==> config.mk <==
export PLATFORM = sky130hd
export DESIGN_NAME = ball_miss_detector
export DESIGN_NICKNAME = d
export VERILOG_FILES = /design/src/rtl/ball_miss_detector.sv
export SDC_FILE = /design/constraint.sdc
export NUM_CORES = 1
export LEC_CHECK = 0
export BUFFER_PORTS_ARGS = -buffer_cell sky130_fd_sc_hd__buf_4
export CORE_MARGIN = 10
export CORE_UTILIZATION = 30
export CTS_BUF_LIST = sky130_fd_sc_hd__clkbuf_2
export DETAILED_ROUTE_END_ITERATION = 12
export GPL_ROUTABILITY_DRIVEN = 0
export HOLD_SLACK_MARGIN = 0.12
export PLACE_DENSITY = 0.59
export SYNTH_ARGS = -nofsm -noshare
export SYNTH_HDL_FRONTEND = slang
export SYNTH_SLANG_ARGS = --single-unit
==> constraint.sdc <==
create_clock -name clk -period 3.1 [get_ports clk]
set_clock_uncertainty 0.05 [all_clocks]
set_input_delay 0.775 -clock clk [delete_from_list [all_inputs] [get_ports clk]]
set_output_delay 0.775 -clock clk [all_outputs]
set_load 0.02 [all_outputs]
==> src/rtl/ball_miss_detector.sv <==
// Per-frame ball/paddle collision judge: hit and miss pulses, respawn cooldown and respawn handshake.
// One cycle from the frame_tick evaluation to the pulse; respawn_req stays high until respawn_ack is seen.
module ball_miss_detector #(
    parameter int X_W            = 8,
    parameter int Y_W            = 7,
    parameter int PADDLE_Y       = 112,
    parameter int PADDLE_W       = 20,
    parameter int SCREEN_BOTTOM  = 119,
    parameter int RESPAWN_FRAMES = 60
) (
    input  logic           clk,
    input  logic           reset,
    input  logic           frame_tick,
    input  logic           game_active,
    input  logic [X_W-1:0] ball_x,
    input  logic [Y_W-1:0] ball_y,
    input  logic           ball_down,
    input  logic [X_W-1:0] paddle_x,
    input  logic           respawn_ack,
    output logic           lost_health,
    output logic           paddle_hit,
    output logic           respawn_req,
    output logic [7:0]     miss_count
);

    localparam logic [2:0] IDLE     = 3'd0;
    localparam logic [2:0] TRACK    = 3'd1;
    localparam logic [2:0] MISS     = 3'd2;
    localparam logic [2:0] COOLDOWN = 3'd3;
    localparam logic [2:0] REQ      = 3'd4;

    localparam logic [Y_W-1:0] HIT_ROW    = Y_W'(PADDLE_Y - 1);
    localparam logic [Y_W-1:0] BOTTOM_ROW = Y_W'(SCREEN_BOTTOM);
    localparam logic [X_W:0]   PAD_SPAN   = (X_W + 1)'(PADDLE_W - 1);
    localparam logic [7:0]     COOL_LOAD  = 8'(RESPAWN_FRAMES);

    logic [2:0]     state, state_nxt;
    logic [7:0]     cool_cnt, cool_nxt;
    logic [7:0]     miss_nxt;
    logic           lost_nxt, hit_nxt, req_nxt;
    logic [X_W:0]   paddle_right;
    logic           hit_now, miss_now;

    // Right edge carries an extra bit so a paddle near x=255 cannot wrap to a small value.
    assign paddle_right = {1'b0, paddle_x} + PAD_SPAN;
    assign hit_now      = ball_down && (ball_y == HIT_ROW) &&
                          (ball_x >= paddle_x) && ({1'b0, ball_x} <= paddle_right);
    assign miss_now     = (ball_y >= BOTTOM_ROW);

    always_comb begin
        state_nxt = state;
        cool_nxt  = cool_cnt;
        miss_nxt  = miss_count;
        lost_nxt  = 1'b0;
        hit_nxt   = 1'b0;
        req_nxt   = 1'b0;
        if (!game_active) begin
            state_nxt = IDLE;
            cool_nxt  = '0;
        end else begin
            case (state)
                IDLE: state_nxt = TRACK;
                TRACK: begin
                    if (frame_tick) begin
                        if (hit_now) begin
                            hit_nxt = 1'b1;
                        end else if (miss_now) begin
                            state_nxt = MISS;
                            lost_nxt  = 1'b1;
                            miss_nxt  = (miss_count == 8'hFF) ? miss_count : miss_count + 8'd1;
                            cool_nxt  = COOL_LOAD;
                        end
                    end
                end
                // Ticks during MISS are ignored so the freshly loaded count is not shortened.
                MISS: state_nxt = COOLDOWN;
                COOLDOWN: begin
                    if (cool_cnt == 8'd0) begin
                        state_nxt = REQ;
                        req_nxt   = 1'b1;
                    end else if (frame_tick) begin
                        cool_nxt = cool_cnt - 8'd1;
                        if (cool_cnt == 8'd1) begin
                            state_nxt = REQ;
                            req_nxt   = 1'b1;
                        end
                    end
                end
                REQ: begin
                    if (respawn_req && respawn_ack) begin
                        state_nxt = TRACK;
                    end else begin
                        req_nxt = 1'b1;
                    end
                end
                default: state_nxt = IDLE;
            endcase
        end
    end

    always_ff @(posedge clk) begin
        if (reset) begin
            state       <= IDLE;
            cool_cnt    <= '0;
            miss_count  <= '0;
            lost_health <= 1'b0;
            paddle_hit  <= 1'b0;
            respawn_req <= 1'b0;
        end else begin
            state       <= state_nxt;
            cool_cnt    <= cool_nxt;
            miss_count  <= miss_nxt;
            lost_health <= lost_nxt;
            paddle_hit  <= hit_nxt;
            respawn_req <= req_nxt;
        end
    end

endmodule

# Yosys cells after proc, flatten, opt, wreduce, memory -nomap -nowiden
# Cells that the tools add are included.
[classes]
add_sub_neg = 3
n_bitwise = 5
n_lt_le_gt_ge = 3
mux = 21
n_eq_ne = 15
reduce_logical = 13
[op_table]
columns = ["cell", "n"]
rows = [
  ["two-way mux 8 bit", 5],
  ["two-way mux 3 bit", 7],
  ["AND reduction 6 bit", 3],
  ["case mux 8 bit (2 select lines)", 1],
  ["case mux 3 bit (5 select lines)", 1],
  ["inequality test 2 bit (second input constant)", 6],
  ["adder 8 x 5 -> 9 bit (second input constant)", 1],
  ["less-or-equal comparator 8 x 9 -> 1 bit", 1],
  ["adder 8 x 1 -> 8 bit (second input constant)", 1],
  ["== test 8 x 1 -> 1 bit (second input constant)", 1],
  ["== test 8 bit (second input constant)", 1],
  [">= comparator 8 bit", 1],
  ["logical NOT 8 bit", 1],
  ["subtractor 8 x 1 -> 8 bit (second input constant)", 1],
  ["== test 7 bit (second input constant)", 1],
  [">= comparator 7 bit (second input constant)", 1],
  ["== test 3 x 2 -> 1 bit (second input constant)", 2],
  ["two-way mux 1 bit", 6],
  ["inequality test 3 bit (second input constant)", 2],
  ["inverter 1 bit", 5],
  ["OR reduction 5 bit", 1],
  ["logical AND 1 bit", 4],
  ["OR reduction 4 bit", 1],
  ["== test 3 x 1 -> 1 bit (second input constant)", 1],
  ["other kinds (5)", 5],
]
[word_totals]
register_bits = 22
inputBits = 29
wordCells = 66
out_inout_bits = 11

# Depth between registers and ports, before layout
# Gate-level depths: netlist of run 1.
[logic_depth]
depth_word = 7
depth_mapped = 10
mapped_depth_nobuf = 10

# Worst setup path after synthesis of run 1
# Ideal clock, no wire load.
[synth_timing]
path_kind = "input -> register"
startpoint = "input paddle_x[0]"
endpoint = "register paddle_hit"
setup_slack_ps = 581
arrival_time_ps = 2378
n_path_buf = 0
stages = 10
setup_ps = 91
t_required_ps = 2959
path_cell_list = "inv_1 ha_1 nor2_1 o21ai_0 xnor2_1 ha_1 a21o_1 a21oi_1 a22oi_1 a311oi_1"
[synth_via]
elab_chain_len = 4
elab_cells_between_ends = 6
cone_classes = "add/sub (1); order compare (2); mux (1); reduce/logical (2)"
[synth_lines]
columns = ["item", "line_no", "rtl"]
rows = [
  ["from (decl)", "18", "input logic [X_W-1:0] paddle_x,"],
  ["adder 8 x 5 -> 9 bit / >= comparator 8 bit (equally long branches)", "45, 47", ""],
  ["less-or-equal comparator 8 x 9 -> 1 bit / logical AND 1 bit (equally long branches)", "47, 46", ""],
  ["logical AND 1 bit *", "47", "(ball_x >= paddle_x) && ({1'b0, ball_x} <= paddle_right);"],
  ["two-way mux 1 bit *", "65", "if (hit_now) begin"],
  ["to (signal assigned)", "114", "paddle_hit <= hit_nxt;"],
  ["to (decl)", "21", "output logic paddle_hit,"],
]
# Mark *: on every way between the ends. The rest lies on a longest branch, timed or not.
# A chain may end at the register's enable or synchronous reset.

# Worst setup path after layout of run 1
# Ends and elaborated chain as after synthesis.

==> metrics.txt, run 1 <==
status=completed; crit end category=flip-flop; Max-slew headroom=63.9%; wirelength, routed=4.17 mm; Commonest cells post-synth=dfxtp_1, nor2_1, ha_1; Comb pwr share=21.6%; Num Clock Sinks=22; arrival time at the worst endpoint=2.59 ns; P per Cell Area=308 nW/um^2; Synth Flop Type=dfxtp_1; kind of critical path=input pin to flip-flop; Synth Cell Area=between 1500 and 2000 sq um; Synth Instances=199; Yosys top cell area share=26.6%; die area=8880 sq um; Synth area leaders=dfxtp_1, ha_1, xnor2_1, a21oi_1, nor2_1; GR Overflow Total=0; Final setup viols=0; CTS Root Cell=clkbuf_2; register bit total from synthesis=22; antenna cell count=0; first drt pass iteration count=4; fin. max-slew vios=0; worst min path class=flip-flop to flip-flop; Power, Total=636 uW; final hold vios=0; Reg clk slew, reported paths=0.22 ns; Int Pwr=466 uW; num rows=26; initial antenna violation count=0; Leak=roughly 0.00084 uW; IO Pins=40; fin crit share=76.4%; Crit path required time=about 3.3 ns; vias per cell=5.10; CTS tree=built; worst vdd ir=0.200 mV; Fmax=422 MHz; Tot GR Track Use=9.73%; critical path peak fanout=3; die height=94.3 um; hold path start=cool_cnt[1]; Initial DRC Count=76; pin count of the biggest net entering global routing=14; RSZ-0062 raised after global routing=false; Crit Reg-Reg Startpoint=cool_cnt[0]; EDFF count, synth=0; Layout area overhead=24.6%; hold slack=0.471 ns; ANT nets after route=0; core box area=5240 sq um; Setup Fix Bufs, Post-CTS=0; clock power share=32.9%; async set-reset flop share out of synthesis=0%; Startpoint Class=input pin; fillers=556; wire per inst=13.5 um; CP startpoint=paddle_x[0]; syn avg cell area=between 8 and 9 sq um; clk_lat worst skew=0.36 ns; DRC viols=0; Post-CTS Resized=0; R2R setup slack=1.22 ns; largest area contributor in the netlist=dfxtp_1; dpl cell area=around 2000 sq um; clock buffer depth=2; Yosys warnings=0; global-route wire length before repair=7.09 mm; vias=about 1600; P_sw=170 uW; Max-Cap Viols=0; Setup TNS=0 ns; Worst Hold End=cool_cnt[1]; Buffers on Ports=39; DP Wirelength=3.43 mm; sequential area share after synthesis=26.6%; H-tree depth=1; synth unique cells=47; # nets final=288; final instance area=2060 sq um; actual slew at the worst max-slew pin=between 0.5 and 0.6 ns; R2R Path End=cool_cnt[1]; Synth Net Count=about 250; vias in the first global route=1514; Switching Share=26.7%; sequential share of power=about 46%; share of layout cells above drive strength 1=21.4%; crit path time final=around 2.4 ns; total CTS buffers=3; die width=94.3 um; hold_buf cts=0; Starting Density=between 30% and 40%; reg2reg path depth=6; WHS Path Cells=2
==> per-stage QoR <==
step                      utilization [%]  setup WS, ns  instances
final                                39.3         0.733        308
after global routing                 39.3         0.543        308
after CTS                            39.3         0.743        308
after detailed placement             38.5         0.361        304
after global placement               38.5         0.404        304
after floorplan                         -         0.581        199
==> how the worst max path moves through the flow <==
stage,cells past startpoint,to
finish,11,paddle_hit
global route,11,paddle_hit
CTS,11,paddle_hit
detailed placement,11,paddle_hit
global placement,11,paddle_hit
floorplan,10,paddle_hit
==> power by group through the flow <==
stage	clock network (uW)	registers (uW)	logic, uW
3_3_place_gp	0	294	136
6_report	209	289	137
2_1_floorplan	0	293	85.3
5_1_grt	227	290	155
4_1_cts	212	289	138
3_5_place_dp	0	294	138
==> worst max-delay path, cell delays in order <==
cell	delay (ns)
buf_4	0.09
inv_1	0.06
ha_1	0.22
nor2_1	0.17
o21ai_0	0.13
xnor2_1	0.15
ha_1	0.29
a21o_1	0.18
a21oi_1	0.18
a22oi_1	0.11
a311oi_1	0.25
==> cell families after synthesis <==
group                    synth area share, %
AND/OR/NAND/NOR                         27.5
AO/OA/AOI/OAI                           19.7
flip-flops                              26.6
adder cells (fa/ha/maj)                 15.1
buffers and inverters                   4.09
XOR/XNOR                                6.88
==> flip-flops by register name (all words and copies together) (netlist names) <==
name         flops
miss_count       8
cool_cnt         8
paddle_hit       1
state            3
respawn_req      1
lost_health      1
==> area by class of cell <==
class	instances	area, sq um	area share, %
clock inverter	1	30.0	1.46
inverter	13	48.8	2.37
timing repair buffer	39	293	14.2
sequential	22	440	21.4
multi-input combinational	160	1150	55.6
clock buffer	3	15.0	0.729
tap	70	87.6	4.25
==> routing by layer <==
metal,global-route usage [%],up-vias,wire [um]
met2,15.8,36,1940
li1,-,808,-
met4,2.66,0,49
met3,3.12,5,276
met5,0,-,0
met1,11.9,722,1910
==> cell usage in the layout (no fill, tap or decap), drive strengths merged, types with 2 or more instances in the layout <==
cell / count
o21ai: 6
inv: 13
nand2b: 4
a22oi: 2
xnor2: 12
a21oi: 18
nor4: 4
nor2: 22
nand4: 3
ha: 20
nand3: 11
a311oi: 4
buf: 39
or3: 5
nor3b: 2
clkbuf: 3
nor3: 6
nand2: 11
or3b: 2
a21o: 2
dfxtp: 22
a211oi: 3
and3: 3
(Power assumes the default switching activity.)
==> inputs of run 2 (changes only) <==
==> constraint.sdc (replaced) <==
create_clock -name clk -period 2.4 [get_ports clk]
set_clock_uncertainty 0.05 [all_clocks]
set_input_delay 0.6 -clock clk [delete_from_list [all_inputs] [get_ports clk]]
set_output_delay 0.6 -clock clk [all_outputs]
set_load 0.02 [all_outputs]
==> metrics.txt, run 2 (synthesis results as in run 1) <==
Initial DRC Count=144; Setup TNS=0 ns; setup ws final=0.230 ns; global-route wire length before repair=approximately 7.3 mm; Reg clk slew, reported paths=roughly 0.22 ns; first drt pass iteration count=4; Max-Cap Viols=0; GRT busiest layer=met2; P_sw=213 uW; initial antenna violation count=0; critical path peak fanout=2; worst min path class=input pin to flip-flop; Switching Share=29.8%; vias=about 1600; final hold vios=0; wirelength, routed=approximately 4.3 mm; arrival time at the worst endpoint=around 2.4 ns; antenna cell count=0; Crit path required time=2.61 ns; Num Clock Sinks=22; Fmax=461 MHz; grt met1 use=12.8%; most frequent cells in the layout=buf_4, nor2_1, dfxtp_1; die area=8880 sq um; num rows=26; core box area=5240 sq um; DRC viols=0; die width=94.3 um; crit path time final=around 2.2 ns; Final setup viols=0; Comb pwr share=roughly a quarter; CTS tree=built; clock power share=between 20% and 30%; kind of critical path=input pin to flip-flop; vias in the first global route=roughly 1600; Post-CTS Resized=0; fin crit share=about nine tenths; # nets final=295; clock buffer depth=2; status=completed; actual slew at the worst max-slew pin=between 0.5 and 0.6 ns; vias per cell=just over 5; RSZ-0062 raised after global routing=false; hold slack=approximately 0.41 ns; DP Wirelength=3.53 mm; Layout area overhead=26.2%; IO Pins=40; CTS Root Cell=clkbuf_2; Int Pwr=501 uW; P per Cell Area=342 nW/um^2; fin. max-slew vios=0; Setup Fix Bufs, Post-CTS=0; Max-slew headroom=~64%; die height=approximately 94 um; final core occ=~40%; Startpoint Class=input pin; total CTS buffers=3; crit end category=flip-flop; global routing usage on met2=15.4%; biggest regs=cool_cnt x8, miss_count x8, state x3; M3 GR Usage=2.24%; GR Overflow Total=0; Starting Density=between 30% and 40%; ANT nets after route=0; worst vdd ir=~0.14 mV; share of layout cells above drive strength 1=23.3%; Leak=0.000866 uW; H-tree depth=1; Tot GR Track Use=9.82%; sequential share of power=52.3%; hold_buf cts=0; Place WS=-0.146 ns; wire per inst=13.6 um; commonest non-fill, non-tap cell in the layout=buf_4; Buffers on Ports=39; clk_lat worst skew=~0.34 ns; pin count of the biggest net entering global routing=13
==> run 2: cell count changes in the layout (fill, tap and decap cells not counted), sizes merged <==
cell | before | now
buf | 39 | 46
bufinv | 1 | 0
clkinv | 0 | 1
==> run 2: through the flow <==
stage	power [uW]	area (sq um)	instances
2_1_floorplan	489	1650	199
3_3_place_gp	565	2070	311
3_5_place_dp	568	2070	311
4_1_cts	726	2090	315
5_1_grt	762	2090	315
6_report	714	2090	315
==> run 2: final timing paths <==
check | cells past startpoint | endpoint | startpoint | slack (ns)
worst min-delay path | 2 | miss_count[6] | reset | 0.41
worst max-delay path | 11 | paddle_hit | paddle_x[0] | 0.23
worst min register to register | 2 | cool_cnt[1] | cool_cnt[1] | 0.48
worst max register to register | 6 | cool_cnt[1] | cool_cnt[0] | 0.51
==> run 2: power groups by stage <==
stage / Clock (uW) / Combinational, uW / Sequential, uW
2_1_floorplan: 0 / 110 / 379
5_1_grt: 175 / 213 / 374
6_report: 153 / 187 / 373
3_5_place_dp: 0 / 188 / 380
3_3_place_gp: 0 / 185 / 380
4_1_cts: 164 / 189 / 373
==> run 2: metal layers <==
layer | vias to the layer above | wire length (um)
met5 | - | 0
met4 | 0 | 63
met3 | 5 | 192
met2 | 30 | 1910
met1 | 742 | 2140
li1 | 827 | -
==> run 2: cell type report <==
class	instances	area [sq um]
clock buffers	3	15.0
clock inverters	1	3.75
inverters	13	48.8
fillers	548	3150
multi-input cells	160	1150
repair buffers	46	345
well taps	70	87.6
flip-flops and latches	22	440
==> run 2: critical path: stages <==
cell and delay, ns:
buf_4 0.08, inv_1 0.04, buf_4 0.13, a21oi_1 0.15, nor2_1 0.06, or3_1 0.32
xnor2_1 0.14, ha_1 0.29, a21oi_1 0.19, a22oi_1 0.11, a311oi_1 0.25
==> inputs of run 3 (changes only) <==
--- a/config.mk
+++ b/config.mk
@@ -5,6 +5,7 @@
 export SDC_FILE = /design/constraint.sdc
 export NUM_CORES = 1
 export LEC_CHECK = 0
+export ABC_AREA = 1
 export BUFFER_PORTS_ARGS = -buffer_cell sky130_fd_sc_hd__buf_4
 export CORE_MARGIN = 10
 export CORE_UTILIZATION = 30
@@ -12,7 +13,6 @@
 export DETAILED_ROUTE_END_ITERATION = 12
 export GPL_ROUTABILITY_DRIVEN = 0
 export HOLD_SLACK_MARGIN = 0.12
-export PLACE_DENSITY = 0.59
 export SYNTH_ARGS = -nofsm -noshare
 export SYNTH_HDL_FRONTEND = slang
 export SYNTH_SLANG_ARGS = --single-unit
==> metrics.txt, run 3 <==
antenna cell count=0; Synth area leaders=dfxtp_1, nand2_1, ha_1, nor2_1, inv_1; placed insts=400; crit path time final=1.97 ns; Startpoint Class=input pin; die height=97.3 um; Power, Total=782 uW; Initial DRC Count=36; most frequent cells in the layout=nand2_1, nor2_1, inv_1, buf_4, nand3_1; Num Clock Sinks=22; critical path peak fanout=2; biggest regs=cool_cnt x8, miss_count x8, state x3; synth unique cells=29; H-tree depth=1; arrival time at the worst endpoint=2.19 ns; vias in the first global route=about 1700; first drt pass iteration count=4; GR Overflow Total=0; CTS tree=built; Buffers on Ports=39; Post-CTS Resized=0; pin count of the biggest net entering global routing=13; wirelength, routed=4.18 mm; routed wl met3=132 um; kind of critical path=input pin to flip-flop; EDFF count, synth=0; Comb pwr share=31.1%; ANT nets after route=0; worst vdd ir=0.124 mV; die area=around 9500 sq um; top layer in use=met3; Reg clk slew, reported paths=around 0.22 ns; share of layout cells above drive strength 1=18.2%; Synth Flop Type=dfxtp_1; global-route wire length before repair=7.48 mm; fin crit share=around 80%; actual slew at the worst max-slew pin=0.313 ns; IO Pins=40; final hold vios=0; P_sw=roughly 270 uW; DRC viols=0; hold path start=reset; Setup Fix Bufs, Post-CTS=0; num rows=28; Crit path required time=2.62 ns; Fmax=508 MHz; Non-Filler Instances=404; P per Cell Area=352 nW/um^2; RSZ-0062 raised after global routing=false; top-count cell post-synth=nand2_1; # nets final=379; reg2reg path depth=9; commonest non-fill, non-tap cell in the layout=nand2_1; Final setup viols=0; met1 wire length=2.13 mm; register bit total from synthesis=22; DP Wirelength=about 3.5 mm; clock buffer depth=2; largest area contributor in the netlist=dfxtp_1; Yosys top cell area share=24.6%; clock power share=between 20% and 30%; Layout area overhead=23.9%; clk_lat worst skew=about 0.33 ns; Crit Reg-Reg Startpoint=cool_cnt[0]; Starting Density=30.6%; sequential area share after synthesis=about a quarter; final core occ=37.9%; hold_buf cts=0; vias=1788; CTS Root Cell=clkbuf_2; async set-reset flop share out of synthesis=0%; sequential share of power=48.8%; Synth Instances=283; syn avg cell area=~6.3 sq um; Synth Net Count=around 330; WHS Path Cells=2; Yosys warnings=0; Commonest cells post-synth=nand2_1, nor2_1, inv_1; Max-Cap Viols=0; Leak=between 0.001 and 0.0015 uW; die width=~97 um; Int Pwr=around 520 uW; fin. max-slew vios=0; Switching Share=34.0%; worst min path class=input pin to flip-flop; vias per cell=4.43; status=completed; core box area=between 5000 and 6000 sq um; CP startpoint=paddle_x[0]; met2 wire length=1.92 mm; hold slack=0.343 ns; Max-slew headroom=79.1%; crit end category=flip-flop; fillers=659; Synth Cell Area=1790 sq um; total CTS buffers=3; Tot GR Track Use=approximately 8.8%; wire per inst=10.3 um; initial antenna violation count=0; Setup TNS=0 ns
## run 3: final timing paths
path	slack [ns]	end
worst max-delay path	0.43	paddle_hit
worst min-delay path	0.34	lost_health
worst max register to register	0.75	cool_cnt[7]
worst min register to register	0.46	miss_count[6]
## run 3: routing by layer
metal  global-route usage [%]  vias to the layer above
met5                        0                        -
met4                        0                        0
met3                     2.20                        0
met2                     15.2                       29
met1                     11.4                      765
li1                         -                      994
## run 3: power by group through the flow
stage	clock, uW	sequential [uW]	combinational [uW]
final	157	382	243
after global routing	182	384	285
after CTS	171	382	247
after detailed placement	0	389	246
after global placement	0	388	243
after floorplan	0	387	163
## run 3: metrics by stage
step,cell area (sq um),setup slack (ns)
detailed placement,2200,0.0270
global placement,2200,0.0630
finish,2220,0.432
CTS,2220,0.443
global route,2220,0.256
floorplan,1790,0.209
## run 3: kinds of logic (layout without fill, tap and decap cells)
family / Yosys count / after routing / share of synthesized area (%)
buffers and inverters: 46 / 92 / 9.78
xor gates and xnor gates: 5 / 5 / 2.44
and+or+nand+nor: 159 / 159 / 38.4
AOI/OAI and AO/OA: 31 / 31 / 10.8
adders and majority gates: 20 / 20 / 14.0
DFF: 22 / 22 / 24.6
## run 3: layout make-up
cell class | instances | area, sq um | share of cell area, %
clock buffer | 3 | 15.0 | 0.676
tap | 75 | 93.8 | 4.23
sequential | 22 | 440 | 19.8
multi-input combinational | 215 | 1180 | 53.0
clock inverter | 1 | 3.75 | 0.169
timing repair buffer | 42 | 315 | 14.2
inverter | 46 | 175 | 7.89
## run 3: worst max-delay path, cell delays in order
cell	delay, ns
buf_4	0.09
inv_1	0.05
ha_1	0.20
nor2_1	0.10
nand2_1	0.08
xor2_1	0.15
ha_1	0.29
nand2_1	0.07
nor2_1	0.13
nand2_1	0.06
nand3_1	0.06
nand2_1	0.05
nand2_1	0.05
nand2_1	0.04
nand2_1	0.05
nand2_1	0.04
nand3_1	0.06
nor2_1	0.04
